File: config.mk
export PLATFORM = sky130hd
export DESIGN_NAME = ide_sector_fetch
export DESIGN_NICKNAME = d
export VERILOG_FILES = /design/src/rtl/ide_sector_fetch.sv
export SDC_FILE = /design/constraint.sdc
export NUM_CORES = 1
export LEC_CHECK = 0
export ABC_AREA = 0
export BUFFER_PORTS_ARGS = -buffer_cell sky130_fd_sc_hd__buf_2
export CORE_MARGIN = 2
export CORE_UTILIZATION = 48
export CTS_BUF_LIST = sky130_fd_sc_hd__clkbuf_16
export DETAILED_ROUTE_END_ITERATION = 10
export PLACE_DENSITY = 0.72
export SYNTH_ARGS = -nofsm -noshare
export SYNTH_HDL_FRONTEND = slang
export SYNTH_SLANG_ARGS = --single-unit
File: constraint.sdc
create_clock -name clk -period 3.3 [get_ports clk]
set_clock_uncertainty 0.05 [all_clocks]
set_input_delay 0.33 -clock clk [delete_from_list [all_inputs] [get_ports clk]]
set_output_delay 0.33 -clock clk [all_outputs]
set_load 0.01 [all_outputs]
File: src/rtl/ide_sector_fetch.sv
// IDE sector fetch engine: pulls 512-byte sectors from a byte-wide backing store
// and packs them into 16-bit words for the host-side sector RAM.
module ide_sector_fetch #(
    parameter logic [27:0] MAX_LBA     = 28'h0FFFFFF,
    parameter logic [15:0] ACK_TIMEOUT = 16'd65535
) (
    input  logic        clk,
    input  logic        reset_n,
    input  logic        cmd_valid,
    input  logic [7:0]  cmd,
    input  logic [27:0] lba,
    input  logic [7:0]  count,
    input  logic        host_done,
    output logic        mem_req,
    output logic [36:0] mem_addr,
    input  logic        mem_ack,
    input  logic [7:0]  mem_data,
    output logic        ram_we,
    output logic [7:0]  ram_waddr,
    output logic [15:0] ram_wdata,
    output logic        bsy,
    output logic        drq,
    output logic        irq,
    output logic [7:0]  err_code
);

    typedef enum logic [1:0] {IDLE, FILL, WAIT_HOST, ERROR} state_t;

    state_t      state, state_next;
    // One extra bit so stepping past the last sector cannot wrap back to zero.
    logic [28:0] cur_lba;
    logic [8:0]  remaining;
    logic [8:0]  byte_cnt;
    logic [7:0]  low_byte;
    logic [15:0] idle_cnt;

    logic cmd_ok, take_cmd, lba_bad, timed_out, last_byte, more;

    assign cmd_ok    = (cmd == 8'h20) || (cmd == 8'h21);
    assign take_cmd  = cmd_valid && (state != FILL);
    assign lba_bad   = cur_lba > {1'b0, MAX_LBA};
    assign timed_out = !mem_ack && (idle_cnt >= ACK_TIMEOUT - 16'd1);
    assign last_byte = mem_ack && (byte_cnt == 9'd511);
    assign more      = remaining != 9'd1;

    assign mem_req  = (state == FILL) && !lba_bad;
    assign mem_addr = {cur_lba[27:0], 9'b0};

    always_ff @(posedge clk or negedge reset_n) begin
        if (!reset_n) state <= IDLE;
        else          state <= state_next;
    end

    always_comb begin
        state_next = state;
        unique case (state)
            IDLE: begin
                if (cmd_valid) state_next = cmd_ok ? FILL : ERROR;
            end
            FILL: begin
                if (lba_bad || timed_out) state_next = ERROR;
                else if (last_byte)       state_next = WAIT_HOST;
            end
            WAIT_HOST: begin
                if (cmd_valid)      state_next = cmd_ok ? FILL : ERROR;
                else if (host_done) state_next = more ? FILL : IDLE;
            end
            ERROR: begin
                if (cmd_valid)      state_next = cmd_ok ? FILL : ERROR;
                else if (host_done) state_next = IDLE;
            end
            default: state_next = IDLE;
        endcase
    end

    always_ff @(posedge clk or negedge reset_n) begin
        if (!reset_n) begin
            cur_lba   <= '0;
            remaining <= '0;
            byte_cnt  <= '0;
            low_byte  <= '0;
            idle_cnt  <= '0;
            ram_we    <= 1'b0;
            ram_waddr <= '0;
            ram_wdata <= '0;
            bsy       <= 1'b0;
            drq       <= 1'b0;
            irq       <= 1'b0;
            err_code  <= '0;
        end else begin
            ram_we <= 1'b0;
            if (take_cmd) begin
                drq <= 1'b0;
                if (cmd_ok) begin
                    cur_lba   <= {1'b0, lba};
                    remaining <= (count == 8'd0) ? 9'd256 : {1'b0, count};
                    bsy       <= 1'b1;
                    irq       <= 1'b0;
                    err_code  <= '0;
                    byte_cnt  <= '0;
                    idle_cnt  <= '0;
                    ram_waddr <= '0;
                end else begin
                    bsy      <= 1'b0;
                    irq      <= 1'b1;
                    err_code <= 8'h04;
                end
            end else begin
                unique case (state)
                    FILL: begin
                        if (lba_bad) begin
                            bsy      <= 1'b0;
                            irq      <= 1'b1;
                            err_code <= 8'h10;
                        end else if (timed_out) begin
                            bsy      <= 1'b0;
                            irq      <= 1'b1;
                            err_code <= 8'h40;
                        end else if (mem_ack) begin
                            idle_cnt <= '0;
                            byte_cnt <= byte_cnt + 9'd1;
                            if (!byte_cnt[0]) begin
                                low_byte <= mem_data;
                            end else begin
                                ram_we    <= 1'b1;
                                ram_wdata <= {mem_data, low_byte};
                                ram_waddr <= byte_cnt[8:1];
                            end
                            if (last_byte) begin
                                bsy <= 1'b0;
                                drq <= 1'b1;
                                irq <= 1'b1;
                            end
                        end else begin
                            idle_cnt <= idle_cnt + 16'd1;
                        end
                    end
                    WAIT_HOST: begin
                        if (host_done) begin
                            drq       <= 1'b0;
                            irq       <= 1'b0;
                            remaining <= remaining - 9'd1;
                            if (more) begin
                                cur_lba   <= cur_lba + 29'd1;
                                bsy       <= 1'b1;
                                byte_cnt  <= '0;
                                idle_cnt  <= '0;
                                ram_waddr <= '0;
                            end
                        end
                    end
                    ERROR: begin
                        if (host_done) irq <= 1'b0;
                    end
                    default: ;
                endcase
            end
        end
    end

endmodule

==> results of run 1 <==
[sequential cells by signal (all words and copies together), names as in the netlist, 2 cells and up]
register and flops:
ram_wdata 16, cur_lba 29, err_code 3, byte_cnt 9, low_byte 8, idle_cnt 16
ram_waddr 8, state 2, remaining 9
[area by class of cell]
type	instances	area, sq um	area share
inverters	6	22.52	0.003482
clock inverters	7	62.56	0.009671
well taps	143	178.9	0.02766
clock buffers	9	225.2	0.03482
flip-flops and latches	104	2603	0.4023
multi-input cells	451	2716	0.4199
repair buffers	126	660.6	0.1021
[metrics by stage]
step           hold slack (ns)    util
2_1_floorplan         -0.01559       -
3_3_place_gp            0.4115  0.5345
3_5_place_dp            0.4155  0.5345
4_1_cts                 0.1220  0.5593
5_1_grt                 0.1294  0.5593
6_report                0.1014  0.5593
[metal layers]
layer / GRT usage / wire length [microns] / up-vias / share of wire
met4: 0.07886 / 217 / 0 / 0.016
met5: 0 / 0 / - / 0
met1: 0.2980 / 6188 / 2384 / 0.45
li1: - / - / 2350 / -
met2: 0.3449 / 6632 / 139 / 0.49
met3: 0.03879 / 587 / 16 / 0.043
[worst min path at each step]
stage	cells after the start	startpoint	slack, ns	to
2_1_floorplan	0	reset_n	-0.02	bsy
3_3_place_gp	1	low_byte[2]	0.41	low_byte[2]
3_5_place_dp	1	irq	0.42	irq
4_1_cts	2	host_done	0.12	state[1]
5_1_grt	2	host_done	0.13	state[1]
6_report	1	reset_n	0.10	idle_cnt[4]
[cells by family after synthesis]
kind of cell	synth area share
AND/OR/NAND/NOR	0.1941
adder cells (fa/ha/maj)	0.01523
multiplexers	0.04874
XOR/XNOR	0.007615
buffers and inverters	0.08442
flip-flops	0.4526
AO/OA/AOI/OAI	0.1967
other	0.0006521
[power groups by stage]
stage	clock [mW]	sequential [mW]	combinational, mW
global placement	0	1.95	1.57
floorplan	0	1.88	1.38
finish	1.04	1.96	1.63
CTS	1.07	1.95	1.63
detailed placement	0	1.97	1.62
global route	1.12	2.01	1.81
[placed cells by master, fill, tap and decap left out, types with 7 or more instances in the layout]
master | netlist | routed
mux2_2 | 13 | 13
o22ai_1 | 11 | 11
conb_1 | 1 | 14
ha_1 | 7 | 7
buf_4 | 43 | 12
a21oi_1 | 67 | 67
and3_1 | 13 | 13
o21ai_0 | 45 | 45
a2bb2oi_1 | 8 | 8
clkbuf_16 | 0 | 9
a22o_1 | 10 | 10
nand3_1 | 32 | 32
o31ai_1 | 7 | 7
dfrtp_1 | 104 | 104
or3_1 | 11 | 11
nor2_1 | 45 | 44
nor3_1 | 8 | 8
mux2_1 | 11 | 11
nand2_1 | 63 | 62
buf_2 | 7 | 114
[worst register-to-register path: stages, from the launching register on]
cell     delay [ns]
dfrtp_1        0.44
nand4_1        0.29
or4_1          0.65
nor4_4         0.55
o21ai_2        0.35
o21ai_4        0.22
a22o_1         0.18
==> results.toml, run 1 <==
[worst_setup_path]
crit_chain = "nand4_1, or4_1, nor4_4, nor3_1, buf_2"
startpoint = "cur_lba[2]"
rr_endpoint = "ram_waddr[1]"
r2r_slack_ns = 0.51
slowest_delay_ns = 0.65
r2r-start = "cur_lba[2]"
endpoint_kind = "output port"
critical_path.top_delay_family = "simple AND/OR/NAND/NOR gates"
reg2reg_depth = 6
path_class = "register to output port"
critPathBufInv = 1
critPathSlowestCell = "or4_1"
start_kind = "register"
cp.depth = 5
required_ns = 2.92
critPathMaxFanout = 7
cp.arrival_ns = 2.65
endpoint = "mem_req"

[layout]
n_antenna_cell = 0
final_cells = 846
design_area_sq_um = 6469
layout.nets = 762
syn_to_final_growth_pct = 12.49
fillers = 1040
drive_above_1_share = 0.2475

[grt]
antenna_found_initial = 0
grt_start_max_net_pins = 82
grt_pass1_wl_microns = 22360
grt_usage = 0.2162
grt_pass1_vias = 4598
gr-total-overflow = 0

[synthesis]
synthesis.instances = 622
yosysMostFrequentCell = "dfrtp_1"
ys_warn_count = 0
synth_area_per_cell_sq_um = 9.245
yosys-top-cells-area = "dfrtp_1 45%, a21oi_1 5.8%, buf_4 5.6%"
yosysUniqueCellTypes = 63
synth_edf_count = 0
syn-cell-area_sq_um = 5751
synth-seq-cells = 104
synth_top_area_frac = 0.4526
synth_commonest_cells = "104 x dfrtp_1, 67 x a21oi_1, 63 x nand2_1"
yosys.area.top_type = "dfrtp_1"
yosysSeqAreaShare = 0.4526
synthFlopType = "dfrtp_1"
async_reset_ff_frac = 1.000

[timing]
fin_crit_sh = 0.9194
slew_violations = 0
slew_headroom = 0.3160
setup_viol = 0
worst_slew_pin_slew_ns = 1.026
hold_viol_final = 0
fmax_mhz = 329.6
period_minus_slack_ns = 3.034
setup_ws_ns = 0.2659
rsz0062_at_grt = "no"
setup_tns_ns = 0

[floorplan]
die_area_sq_um = 12870
fp-row-count = 39
die_x_microns = 113.5
fp.dieH_microns = 113.5
pin_count = 131
core_area_sq_um = 11560
start_util = 0.4972

[power]
vdd_drop_max_uv = 392.7
p_leak_nw = 3.010
p_sw_frac = 0.4068
total_power_mw = 4.628
power.internal_mw = 2.745
power_density_nw_per_um2 = 715.4
pwr-share-comb = 0.352
clockPowerShare = 0.224
p_switching_mw = 1.882
p_seq_frac = 0.424

[route]
num_vias = 4889
drt_pre_antenna_iters = 5
ant_nets = 0
wl_microns = 13630
wl_per_cell_microns = 16.11
drc = 0
initialDrtViolationCount = 422
viasPerCell = 5.779

[outcome]
status = "finished, final reports clean"

[cts]
clk_pin_slew_ns = 0.08
clock-sinks = 104
hold_buffers = 0
cts_htree_levels = 3
post_cts_resized = 0
cts_root_buf = "clkbuf_16"
clk_latency_ns = 0.35
max-clock-path-buffers = 2
cts_made_buffers = 9
cts_tree = "built"
post_cts_buffers = 0

[placement]
place.port_buffers = 115
pre_cts_ws_ns = 0.5554
gp_congestion = 0.8594
dp_cells = 830
placedInstanceArea_sq_um = 6181
dp_hpwl_microns = 9577

[flow_run]
maxCapViolCount = 0

[hold_path]
min-delay-path-class = "primary input to asynchronous set/reset pin"
(Power assumes the default switching activity.)
==> run 2, diff against run 1 <==
--- a/config.mk
+++ b/config.mk
@@ -11,7 +11,7 @@
 export CORE_UTILIZATION = 48
 export CTS_BUF_LIST = sky130_fd_sc_hd__clkbuf_16
 export DETAILED_ROUTE_END_ITERATION = 10
-export PLACE_DENSITY = 0.72
+export PLACE_DENSITY_LB_ADDON = 0.25
 export SYNTH_ARGS = -nofsm -noshare
 export SYNTH_HDL_FRONTEND = slang
 export SYNTH_SLANG_ARGS = --single-unit
==> results.toml, run 2 (synthesis gave the netlist of run 1 again) <==
[floorplan]
die_area_sq_um = 12870
start_util = 0.4972
pin_count = 131
fp-row-count = 39
die_x_microns = 113.5
fp.dieH_microns = 113.5
core_area_sq_um = 11560

[placement]
gp_congestion = 0.8421
place.port_buffers = 115
dp_cells = 831
placedInstanceArea_sq_um = 6188
dp_hpwl_microns = 9715

[route]
drt_pre_antenna_iters = 7
wl_per_cell_microns = 15.96
viasPerCell = 5.806
num_vias = 4929
ant_nets = 0
drc = 0
initialDrtViolationCount = 445
wl_microns = 13550

[power]
power_density_nw_per_um2 = 719.1
power.internal_mw = 2.763
p_seq_frac = 0.420
p_switching_mw = 1.907
p_sw_frac = 0.4083
p_leak_nw = 3.025
clockPowerShare = 0.231
pwr-share-comb = 0.350
vdd_drop_max_uv = 395.3

[timing]
fmax_mhz = 331.1
hold_viol_final = 0
slew_headroom = 0.4343
hold_slack_ns = 0.03027
fin_crit_sh = 0.9151
setup_tns_ns = 0
slew_violations = 0
setup_viol = 0
rsz0062_at_grt = "no"
worst_slew_pin_slew_ns = 0.8485
period_minus_slack_ns = 3.020

[outcome]
status = "finished, final reports clean"

[worst_setup_path]
r2r_slack_ns = 0.49
required_ns = 2.92
r2r-start = "byte_cnt[0]"
path_class = "register to output port"
cp.arrival_ns = 2.64
rr_endpoint = "state[1]"
critPathMaxFanout = 7
reg2reg_depth = 10
start_kind = "register"
startpoint = "cur_lba[0]"
endpoint_kind = "output port"

[cts]
max-clock-path-buffers = 2
clk_pin_slew_ns = 0.08
post_cts_buffers = 0
clk_latency_ns = 0.36
post_cts_resized = 0
cts_made_buffers = 9
cts_root_buf = "clkbuf_16"
cts_htree_levels = 3
cts_tree = "built"
clock-sinks = 104
hold_buffers = 0

[grt]
grt_start_max_net_pins = 66
antenna_found_initial = 2
grt_pass1_wl_microns = 22850
grt_usage = 0.2201
grt_pass1_vias = 4657
gr-total-overflow = 0

[layout]
layout.nets = 763
drive_above_1_share = 0.2500
mostFrequentLayoutCells = "114 x buf_2, 104 x dfrtp_1, 67 x a21oi_1"
syn_to_final_growth_pct = 12.92
top_regs = "cur_lba: 29 flops, idle_cnt: 16 flops, ram_wdata: 16 flops"
layout_commonest_cell = "buf_2"
largest_reg_flops = 29
final-seq-area_sq_um = 2603
largest-register = "cur_lba"
fillers = 1036
design_area_sq_um = 6494
multi_input_area_sq_um = 2716
utilization = 0.5615
final_cells = 849

[flow_run]
maxCapViolCount = 0

[hold_path]
min-delay-path-class = "primary input to asynchronous set/reset pin"
==> run 2: changes by cell type in the layout (fill, tap and decap cells not counted), sizes merged <==
cell	before	now
clkinv	2	3
buf	126	127
diode	0	2
clkinvlp	1	0
==> run 2: per-stage QoR <==
step                setup WS, ns  power [mW]
floorplan                 0.7605       3.260
global placement          0.5700       3.543
detailed placement        0.5074       3.607
CTS                       0.2877       4.699
global route              0.1494       5.018
finish                    0.2802       4.670
==> run 2: critical path: stages (launching register included) <==
cell     delay (ns)
dfrtp_1        0.44
nand4_1        0.28
or4_1          0.66
nor4_4         0.54
nor3_1         0.18
buf_2          0.18
==> run 2: power by group through the flow <==
stage          Clock (mW)  Combinational, mW  Sequential, mW
2_1_floorplan           0               1.38            1.88
3_3_place_gp            0               1.59            1.95
3_5_place_dp            0               1.63            1.97
4_1_cts              1.11               1.64            1.95
5_1_grt              1.16               1.85            2.01
6_report             1.08               1.63            1.96
==> run 2: final cells by class <==
type                            count  area share
Sequential cell                   104      0.4008
Multi-Input combinational cell    451      0.4183
Antenna cell                        2   0.0007707
Tap cell                          143     0.02755
Clock inverter                      7     0.01156
Timing Repair Buffer              127      0.1029
Clock buffer                        9     0.03468
Inverter                            6    0.003468
==> run 2: worst max-delay path by stage <==
stage	slack (ns)	cells after the start	to
after CTS	0.29	5	mem_req
final	0.28	5	mem_req
after global routing	0.15	5	mem_req
after detailed placement	0.51	10	state[1]
after floorplan	0.76	10	state[1]
after global placement	0.57	10	state[1]
==> run 2: per-layer routing <==
layer | vias up | track usage | share of wire
li1 | 2347 | - | -
met1 | 2417 | 0.3104 | 0.45
met2 | 148 | 0.3361 | 0.47
met3 | 17 | 0.05420 | 0.061
met4 | 0 | 0.07236 | 0.014
met5 | - | 0 | 0
==> run 3, diff against run 2 <==
--- a/config.mk
+++ b/config.mk
@@ -7,11 +7,14 @@
 export LEC_CHECK = 0
 export ABC_AREA = 0
 export BUFFER_PORTS_ARGS = -buffer_cell sky130_fd_sc_hd__buf_2
+export CORE_ASPECT_RATIO = 0.5
 export CORE_MARGIN = 2
 export CORE_UTILIZATION = 48
 export CTS_BUF_LIST = sky130_fd_sc_hd__clkbuf_16
 export DETAILED_ROUTE_END_ITERATION = 10
 export PLACE_DENSITY_LB_ADDON = 0.25
+export REMOVE_ABC_BUFFERS = 1
+export SLEW_MARGIN = 15
 export SYNTH_ARGS = -nofsm -noshare
 export SYNTH_HDL_FRONTEND = slang
 export SYNTH_SLANG_ARGS = --single-unit
==> results.toml, run 3 (synthesis gave the netlist of run 1 again) <==
[cts]
clk_latency_ns = 0.34
post_cts_buffers = 0
cts_root_buf = "clkbuf_16"
cts_htree_levels = 3
hold_buffers = 0
post_cts_resized = 0
cts_tree = "built"
max-clock-path-buffers = 2
clk_pin_slew_ns = 0.07
clock-sinks = 104
cts_made_buffers = 9

[timing]
worst_slew_pin_slew_ns = 0.7465
rsz0062_at_grt = "no"
setup_viol = 0
slew_violations = 0
slew_headroom = 0.5023
fin_crit_sh = 0.8778
hold_viol_final = 4
hold_slack_ns = -0.01302
period_minus_slack_ns = 2.897
fmax_mhz = 345.2
setup_tns_ns = 0

[power]
vdd_drop_max_uv = 421.4
p_seq_frac = 0.413
power_density_nw_per_um2 = 723.1
p_switching_mw = 1.886
p_leak_nw = 3.030
pwr-share-comb = 0.349
power.internal_mw = 2.840
total_power_mw = 4.726
p_sw_frac = 0.3990
clockPowerShare = 0.238

[layout]
fillers = 1107
largest_reg_flops = 29
mostFrequentLayoutCells = "114 x buf_2, 104 x dfrtp_1, 67 x a21oi_1"
syn_to_final_growth_pct = 13.66
layout_commonest_cell = "buf_2"
drive_above_1_share = 0.2475
top_regs = "cur_lba: 29 flops, idle_cnt: 16 flops, ram_wdata: 16 flops"
layout.nets = 762
largest-register = "cur_lba"

[route]
drc = 0
wl_per_cell_microns = 15.26
drt_pre_antenna_iters = 4
wl_microns = 13260
ant_nets = 0
viasPerCell = 5.620
num_vias = 4884
initialDrtViolationCount = 271

[worst_setup_path]
slowest_delay_ns = 0.72
r2r-start = "byte_cnt[0]"
critical_path.top_delay_family = "simple AND/OR/NAND/NOR gates"
critPathMaxFanout = 7
cp.depth = 5
critPathBufInv = 1
startpoint = "cur_lba[4]"
endpoint_kind = "output port"
reg2reg_depth = 10
cp.arrival_ns = 2.52
required_ns = 2.92
crit_chain = "nand3_2, or4_1, nor4_4, nor3_1, buf_2"
critPathSlowestCell = "or4_1"
path_class = "register to output port"
start_kind = "register"

[floorplan]
die_x_microns = 158.8
core_area_sq_um = 11740
fp-row-count = 28
start_util = 0.4900
die_area_sq_um = 12920
fp.dieH_microns = 81.40
pin_count = 131

[grt]
grt_pass1_vias = 4422
grt_pass1_wl_microns = 22150
grt_usage = 0.2115
grt_start_max_net_pins = 59
antenna_found_initial = 2
gr-total-overflow = 0

[placement]
dp_hpwl_microns = 9132
place.port_buffers = 115
gp_congestion = 0.8395

[flow_run]
maxCapViolCount = 0

[outcome]
violations = "hold timing"
status = "finished, violations left"

[hold_path]
min-delay-path-class = "primary input to asynchronous set/reset pin"
run 3: changes by cell type in the layout (fill, tap and decap cells not counted), sizes merged:
cell / previous run / this run
diode: 2 / 1
clkinv: 3 / 2
bufinv: 0 / 1
buf: 127 / 126
run 3: area by class of cell:
| class | instances | area [sq um] | area share |
|---|---|---|---|
| antenna | 1 | 2.502 | 0.0003828 |
| clock buffer | 9 | 225.2 | 0.03446 |
| clock inverter | 7 | 87.58 | 0.01340 |
| inverter | 6 | 22.52 | 0.003446 |
| multi-input combinational | 451 | 2716 | 0.4156 |
| sequential | 104 | 2603 | 0.3982 |
| tap | 165 | 206.4 | 0.03158 |
| timing repair buffer | 126 | 673.1 | 0.1030 |
run 3: metrics by stage:
step | area (sq um) | util | worst slack [ns] | cells
6_report | 6536 | 0.5569 | 0.4033 | 869
5_1_grt | 6536 | 0.5569 | 0.2361 | 869
4_1_cts | 6534 | 0.5567 | 0.3842 | 868
3_5_place_dp | 6221 | 0.5301 | 0.5145 | 852
3_3_place_gp | 6221 | 0.5301 | 0.5536 | 852
2_1_floorplan | 5336 | - | -0.1912 | 561
run 3: path summary, 6_finish.rpt:
| path | endpoint | slack [ns] |
|---|---|---|
| worst max-delay path | mem_req | 0.40 |
| min in group clk | cur_lba[0] | 0.15 |
| max in group asynchronous | low_byte[0] | 2.39 |
| worst min register to register | low_byte[3] | 0.44 |
| worst min-delay path | cur_lba[15] | -0.01 |
| worst max register to register | state[1] | 0.50 |
run 3: metal layers:
metal | up-vias | track usage | part of all wire
met5 | - | 0 | 0.00098
met4 | 2 | 0.05963 | 0.014
met3 | 18 | 0.05107 | 0.051
met2 | 119 | 0.3419 | 0.45
met1 | 2379 | 0.2876 | 0.48
li1 | 2366 | - | -
run 3: worst register-to-register path, stage by stage, from the launching register on:
cell and delay (ns):
dfrtp_1 0.47, ha_1 0.25, and3_1 0.19, and3_1 0.20, and3_1 0.19, ha_1 0.21, a2111o_1 0.42, a21oi_1 0.18
a22o_1 0.23, a211oi_1 0.09, o21bai_1 0.19
run 3: power by group through the flow:
stage               logic [mW]  registers [mW]  clock network, mW
finish                    1.65            1.95               1.13
global route              1.85            2.01               1.21
detailed placement        1.64            1.97                  0
CTS                       1.65            1.94               1.16
floorplan                0.966            1.99                  0
global placement          1.61            1.95                  0
